<file path="config.mk">
export PLATFORM = sky130hd
export DESIGN_NAME = instr_fetch_unit
export DESIGN_NICKNAME = d
export VERILOG_FILES = /design/src/rtl/instr_fetch_unit.sv
export SDC_FILE = /design/constraint.sdc
export NUM_CORES = 1
export LEC_CHECK = 0
export BUFFER_PORTS_ARGS = -buffer_cell sky130_fd_sc_hd__buf_4
export CELL_PAD_IN_SITES_DETAIL_PLACEMENT = 0
export CELL_PAD_IN_SITES_GLOBAL_PLACEMENT = 1
export CORE_ASPECT_RATIO = 1.25
export CORE_MARGIN = 2
export CORE_UTILIZATION = 44
export CTS_CLUSTER_DIAMETER = 60
export CTS_CLUSTER_SIZE = 12
export DETAILED_ROUTE_END_ITERATION = 10
export GPL_TIMING_DRIVEN = 0
export PLACE_DENSITY_LB_ADDON = 0.1
export SYNTH_ARGS = -nofsm -noshare
export SYNTH_HDL_FRONTEND = slang
export SYNTH_SLANG_ARGS = --single-unit
</file>
<file path="constraint.sdc">
create_clock -name clka -period 3.75 [get_ports clka]
set_input_delay 0.75 -clock clka [delete_from_list [all_inputs] [get_ports clka]]
set_output_delay 0.75 -clock clka [all_outputs]
set_load 0.03 [all_outputs]
</file>
<file path="src/rtl/instr_fetch_unit.sv">
// Instruction fetch requester: drives the word address to instruction memory, captures
// the returned word one cycle later and buffers {instr, pc} for decode (valid/ready).
module instr_fetch_unit #(
  parameter int                ADDR_W     = 32,
  parameter int                DATA_W     = 32,
  parameter int                FIFO_DEPTH = 2,
  parameter logic [ADDR_W-1:0] RESET_PC   = '0
) (
  input  logic              clka,
  input  logic              rst_n,
  input  logic              start,
  input  logic              stop,
  input  logic              redirect_valid,
  input  logic [ADDR_W-1:0] redirect_pc,
  output logic [ADDR_W-1:0] addra,
  input  logic [DATA_W-1:0] douta,
  output logic [DATA_W-1:0] instr,
  output logic [ADDR_W-1:0] instr_pc,
  output logic              instr_valid,
  input  logic              instr_ready,
  output logic              fetch_busy,
  output logic [31:0]       fetch_count
);
  localparam int PTR_W = $clog2(FIFO_DEPTH);
  localparam int CNT_W = PTR_W + 1;
  localparam int OCC_W = CNT_W + 1;

  typedef enum logic {IDLE, FETCH} state_t;

  state_t              r_state, w_state_nxt;
  logic [ADDR_W-1:0]   r_pc, r_tag_pc;
  logic                r_inflight;
  logic [DATA_W-1:0]   r_fifo_data [FIFO_DEPTH];
  logic [ADDR_W-1:0]   r_fifo_pc   [FIFO_DEPTH];
  logic [PTR_W-1:0]    r_rd_ptr, r_wr_ptr;
  logic [CNT_W-1:0]    r_count;
  logic [31:0]         r_fetch_count;

  logic                w_fetch, w_flush, w_pop, w_push, w_issue;
  logic [OCC_W-1:0]    w_occ;

  assign w_fetch = (r_state == FETCH);
  assign w_flush = w_fetch & (redirect_valid | stop);
  assign w_pop   = instr_valid & instr_ready;
  assign w_push  = r_inflight & ~w_flush;
  // Occupancy counts the word still in flight so a full FIFO can never be overrun.
  assign w_occ   = OCC_W'(r_count) + OCC_W'(r_inflight) - OCC_W'(w_pop);
  assign w_issue = w_fetch & ~redirect_valid & ~stop & (w_occ < OCC_W'(FIFO_DEPTH));

  assign addra       = r_pc;
  assign instr       = r_fifo_data[r_rd_ptr];
  assign instr_pc    = r_fifo_pc[r_rd_ptr];
  assign instr_valid = (r_count != '0);
  assign fetch_busy  = w_fetch;
  assign fetch_count = r_fetch_count;

  always_comb begin
    w_state_nxt = r_state;
    case (r_state)
      IDLE:    if (start) w_state_nxt = FETCH;
      FETCH:   if (stop)  w_state_nxt = IDLE;
      default: w_state_nxt = IDLE;
    endcase
  end

  always_ff @(posedge clka or negedge rst_n) begin
    if (!rst_n) r_state <= IDLE;
    else        r_state <= w_state_nxt;
  end

  always_ff @(posedge clka or negedge rst_n) begin
    if (!rst_n) begin
      r_pc          <= RESET_PC;
      r_tag_pc      <= '0;
      r_inflight    <= 1'b0;
      r_rd_ptr      <= '0;
      r_wr_ptr      <= '0;
      r_count       <= '0;
      r_fetch_count <= '0;
      for (int i = 0; i < FIFO_DEPTH; i++) begin
        r_fifo_data[i] <= '0;
        r_fifo_pc[i]   <= '0;
      end
    end else begin
      if (w_pop) r_fetch_count <= r_fetch_count + 32'd1;

      // stop outranks redirect: a flush by stop leaves pc where it was.
      if (!w_fetch && start)                  r_pc <= RESET_PC;
      else if (w_fetch && !stop && redirect_valid) r_pc <= redirect_pc;
      else if (w_issue)                       r_pc <= r_pc + ADDR_W'(1);

      r_inflight <= w_issue;
      if (w_issue) r_tag_pc <= r_pc;

      if (w_push) begin
        r_fifo_data[r_wr_ptr] <= douta;
        r_fifo_pc[r_wr_ptr]   <= r_tag_pc;
      end

      if (w_flush) begin
        r_rd_ptr <= '0;
        r_wr_ptr <= '0;
        r_count  <= '0;
      end else begin
        if (w_pop)  r_rd_ptr <= r_rd_ptr + PTR_W'(1);
        if (w_push) r_wr_ptr <= r_wr_ptr + PTR_W'(1);
        r_count <= r_count + CNT_W'(w_push) - CNT_W'(w_pop);
      end
    end
  end
endmodule

</file>
==> key figures <==
Timing
  – Layout Skew: 0.01642 ns
  – Crit share post-route: 93.08%
  – Final Critical Period: 3.491 ns
  – Worst slew pin tran: 0.9741 ns
  – Final Hold Fails: 0
  – Relative slew margins: 34.52%
  – Final Setup Violations: 0
  – RSZ-0062 raised after global routing: no
  – Max-slew violations: 0
  – F_max: 286.5 MHz
  – Fin Setup TNS: 0 ns

Worst setup path
  – Worst R2R Start: r_count[1]
  – CP Data Arrival Time: 3.87 ns
  – Critical path type: reg -> reg
  – CP Capture Type: register
  – Required time of the critical path: 4.13 ns
  – CP Launch Type: register
  – Critical path peak fanout: 10
  – Crit path from: r_count[1]

GRT
  – Gr ovfl total: 0
  – Initial antenna violation count: 0
  – Tot GR Track Use: 21.22%
  – First-pass GRT wire length: 42.01 mm
  – Vias in the first global route: 7,797
  – Largest net degree at the start of global routing: 113

Cells and area
  – Final cell count without fillers: 1,392
  – Nets: 1,172
  – Post-layout util: 55.27%
  – Share of layout cells above drive strength 1: 40.64%
  – Filler cells: 2,089
  – Area occupied by multi-input gates: 4446 sq um
  – Antenna cells: 0
  – Area grow syn2layout: 24.56%
  – Sequential cell area: 5756 sq um

Drt
  – Detailed Route Iter0 Violations: 262
  – DRC errors left: 0
  – 1st-pass router iterations: 5
  – Final ANT Viol Nets: 0
  – WL final: 26.30 mm
  – Via count: 7,492
  – WL per Instance: 18.89 um
  – Vias per cell: 5.382

Clock tree
  – Clock buffer depth: 3
  – TritonCTS clock tree: yes
  – Clock Latency Late Sink: 0.51 ns
  – TritonCTS buffer count: 23
  – CTS H-tree depth: 1
  – CTS root buffer: clkbuf_16
  – # clock sinks: 230
  – Worst-path clk slew: 0.06 ns

Die
  – Die width: 141.7 um
  – Standard-cell rows: 63
  – Die area: 24,950 sq um
  – Die height: 176.1 um
  – IO Count: 200
  – Initial Util: 44.38%
  – CORE AREA: 23,490 sq um

Logic synthesis
  – Register area share after synthesis: 55.22%
  – Asr flop ratio synth: 100.0%
  – Cells after Synth: 872
  – Library cells used by synthesis: 55
  – Flops & latches, synth: 230
  – Syn avg cell area: 11.95 sq um
  – Top FF cell, synth: dfrtp_1
  – Synthesized Nets: 947
  – Synthesized area: 10,420 sq um
  – Post-synth EDFFs: 0
  – Synthesis warning total: 0

Power and ir drop
  – Peak VDD IR: 334.0 uV
  – P per Cell Area: 696.9 nW/um^2
  – LEAKAGE: 6.474 nW

Placed design
  – Dpl cells: 1,365
  – Routability congestion estimate: 0.8778
  – HPWL after DPL: 18.58 mm
  – PortBufs: 199

Run status
  – Status: complete, no violations

Flow run
  – Max Cap Viol: 0

Min path
  – Hold Crit Class: in -> async
cells by family (layout without fill, tap and decap cells):
family	after synthesis	after routing	synth area share, %
muxes	195	195	21.03
and+or+nand+nor	273	273	12.90
DFF	230	230	55.22
buffers and inverters	55	283	2.137
adders and majority gates	5	5	0.6722
xor gates and xnor gates	36	36	3.025
AOI/OAI and AO/OA	78	78	5.017
critical path, cell delays in order (launching register included):
cell and delay, ns:
dfrtp_1 0.46, o21ai_0 0.15, clkbuf_2 0.22, nor2_1 0.20, o21ai_0 0.14, fa_1 0.50, nand4bb_1 0.17, or2_1 0.26
buf_2 0.19, inv_1 0.17, clkbuf_1 0.56, nor2_1 0.11, a21oi_1 0.15, nand3b_1 0.08
sequential cells by signal, indices dropped and copies added, names as in the netlist:
| register | count |
|---|---|
| r_fifo_data | 64 |
| r_inflight | 1 |
| fetch_count | 32 |
| addra | 32 |
| fetch_busy | 1 |
| r_fifo_pc | 64 |
| r_tag_pc | 32 |
| r_count | 2 |
| r_wr_ptr | 1 |
| r_rd_ptr | 1 |
where the power goes:
part | switching [W] | internal [W]
clock network | 0.000904 | 0.00118
registers | 0.000514 | 0.00320
logic | 0.00180 | 0.00144
cell type report:
cell class,count,share of cell area (%)
inverter,7,0.2024
timing repair buffer,201,11.99
buffer,47,1.523
clock inverter,3,0.3373
clock buffer,25,4.568
multi-input combinational,587,34.24
tap,292,2.814
sequential,230,44.33
metrics by stage:
step	power (W)	cell area, sq um	hold WS, ns	setup slack (ns)
global route	0.009576	12980	0.1966	0.03033
finish	0.009049	12980	0.1649	0.2594
CTS	0.009167	12980	0.1750	0.05953
floorplan	0.005810	10420	0.4544	0.4521
detailed placement	0.007040	12350	0.4689	-0.2499
global placement	0.006979	12280	0.4637	-0.2173
path summary, 6_finish.rpt:
kind                                         to  depth (start not counted)  slack [ns]
worst max-delay path                  addra[27]                         13        0.26
max in group asynchronous           r_tag_pc[7]                          3        2.38
worst min register to register  fetch_count[31]                          1        0.47
worst min-delay path            r_fifo_data[36]                          1        0.16
worst max register to register        addra[27]                         13        0.26
min in group clka                      addra[4]                          3        0.45
cells in the final DEF (no fill, tap or decap), drive strengths merged, types with 3 or more instances in the layout:
cell,count
a31oi,5
or4,3
a221o,7
o211ai,9
mux2,192
clkbuf,58
ha,4
inv,8
mux2i,3
and4,5
nor2,22
nand2,141
nor4,8
or2,5
buf,215
o311ai,5
nand3,32
nor3,8
or3,3
dfrtp,230
and3,6
xnor2,27
a21oi,9
and2,7
nand4,22
o21ai,29
xor2,9
a41oi,4
synth_stat cells, drive strengths merged, types with 3 or more instances:
| library cell | instances | share of area (%) |
|---|---|---|
| inv | 7 | 0.25 |
| ha | 4 | 0.48 |
| xnor2 | 27 | 2.3 |
| mux2 | 192 | 21 |
| a41oi | 4 | 0.34 |
| dfrtp | 230 | 55 |
| o21ai | 29 | 1.4 |
| or2 | 5 | 0.30 |
| or3 | 3 | 0.18 |
| and2 | 7 | 0.43 |
| or4 | 3 | 0.22 |
| nor4 | 8 | 0.68 |
| a21oi | 9 | 0.43 |
| nor3 | 8 | 0.38 |
| mux2i | 3 | 0.29 |
| buf | 16 | 0.72 |
| xor2 | 9 | 0.76 |
| clkbuf | 32 | 1.2 |
| nand2 | 141 | 5.1 |
| nand4 | 22 | 1.7 |
| nor2 | 22 | 0.79 |
| o311ai | 5 | 0.42 |
| nand3 | 32 | 1.5 |
| o211ai | 9 | 0.65 |
| and3 | 6 | 0.36 |
| a31oi | 5 | 0.30 |
| a221o | 7 | 0.67 |
| and4 | 5 | 0.42 |
per-layer routing:
metal  routed length (um)  vias to the layer above  global-route usage [%]
met4                  511                        0                   5.125
met5                    0                        -                       0
li1                     -                     3544                       -
met3                 1623                       35                   3.960
met2                12910                      199                   36.83
met1                11250                     3714                   27.57
timing repair:
item	4_1_cts	5_1_grt
pin swaps	0	0
resized for setup	1	4
buffers inserted	0	0
endpoints found under the setup margin	4	53
hold buffers	0	0
No activity file was read; power rests on OpenSTA's default activity.
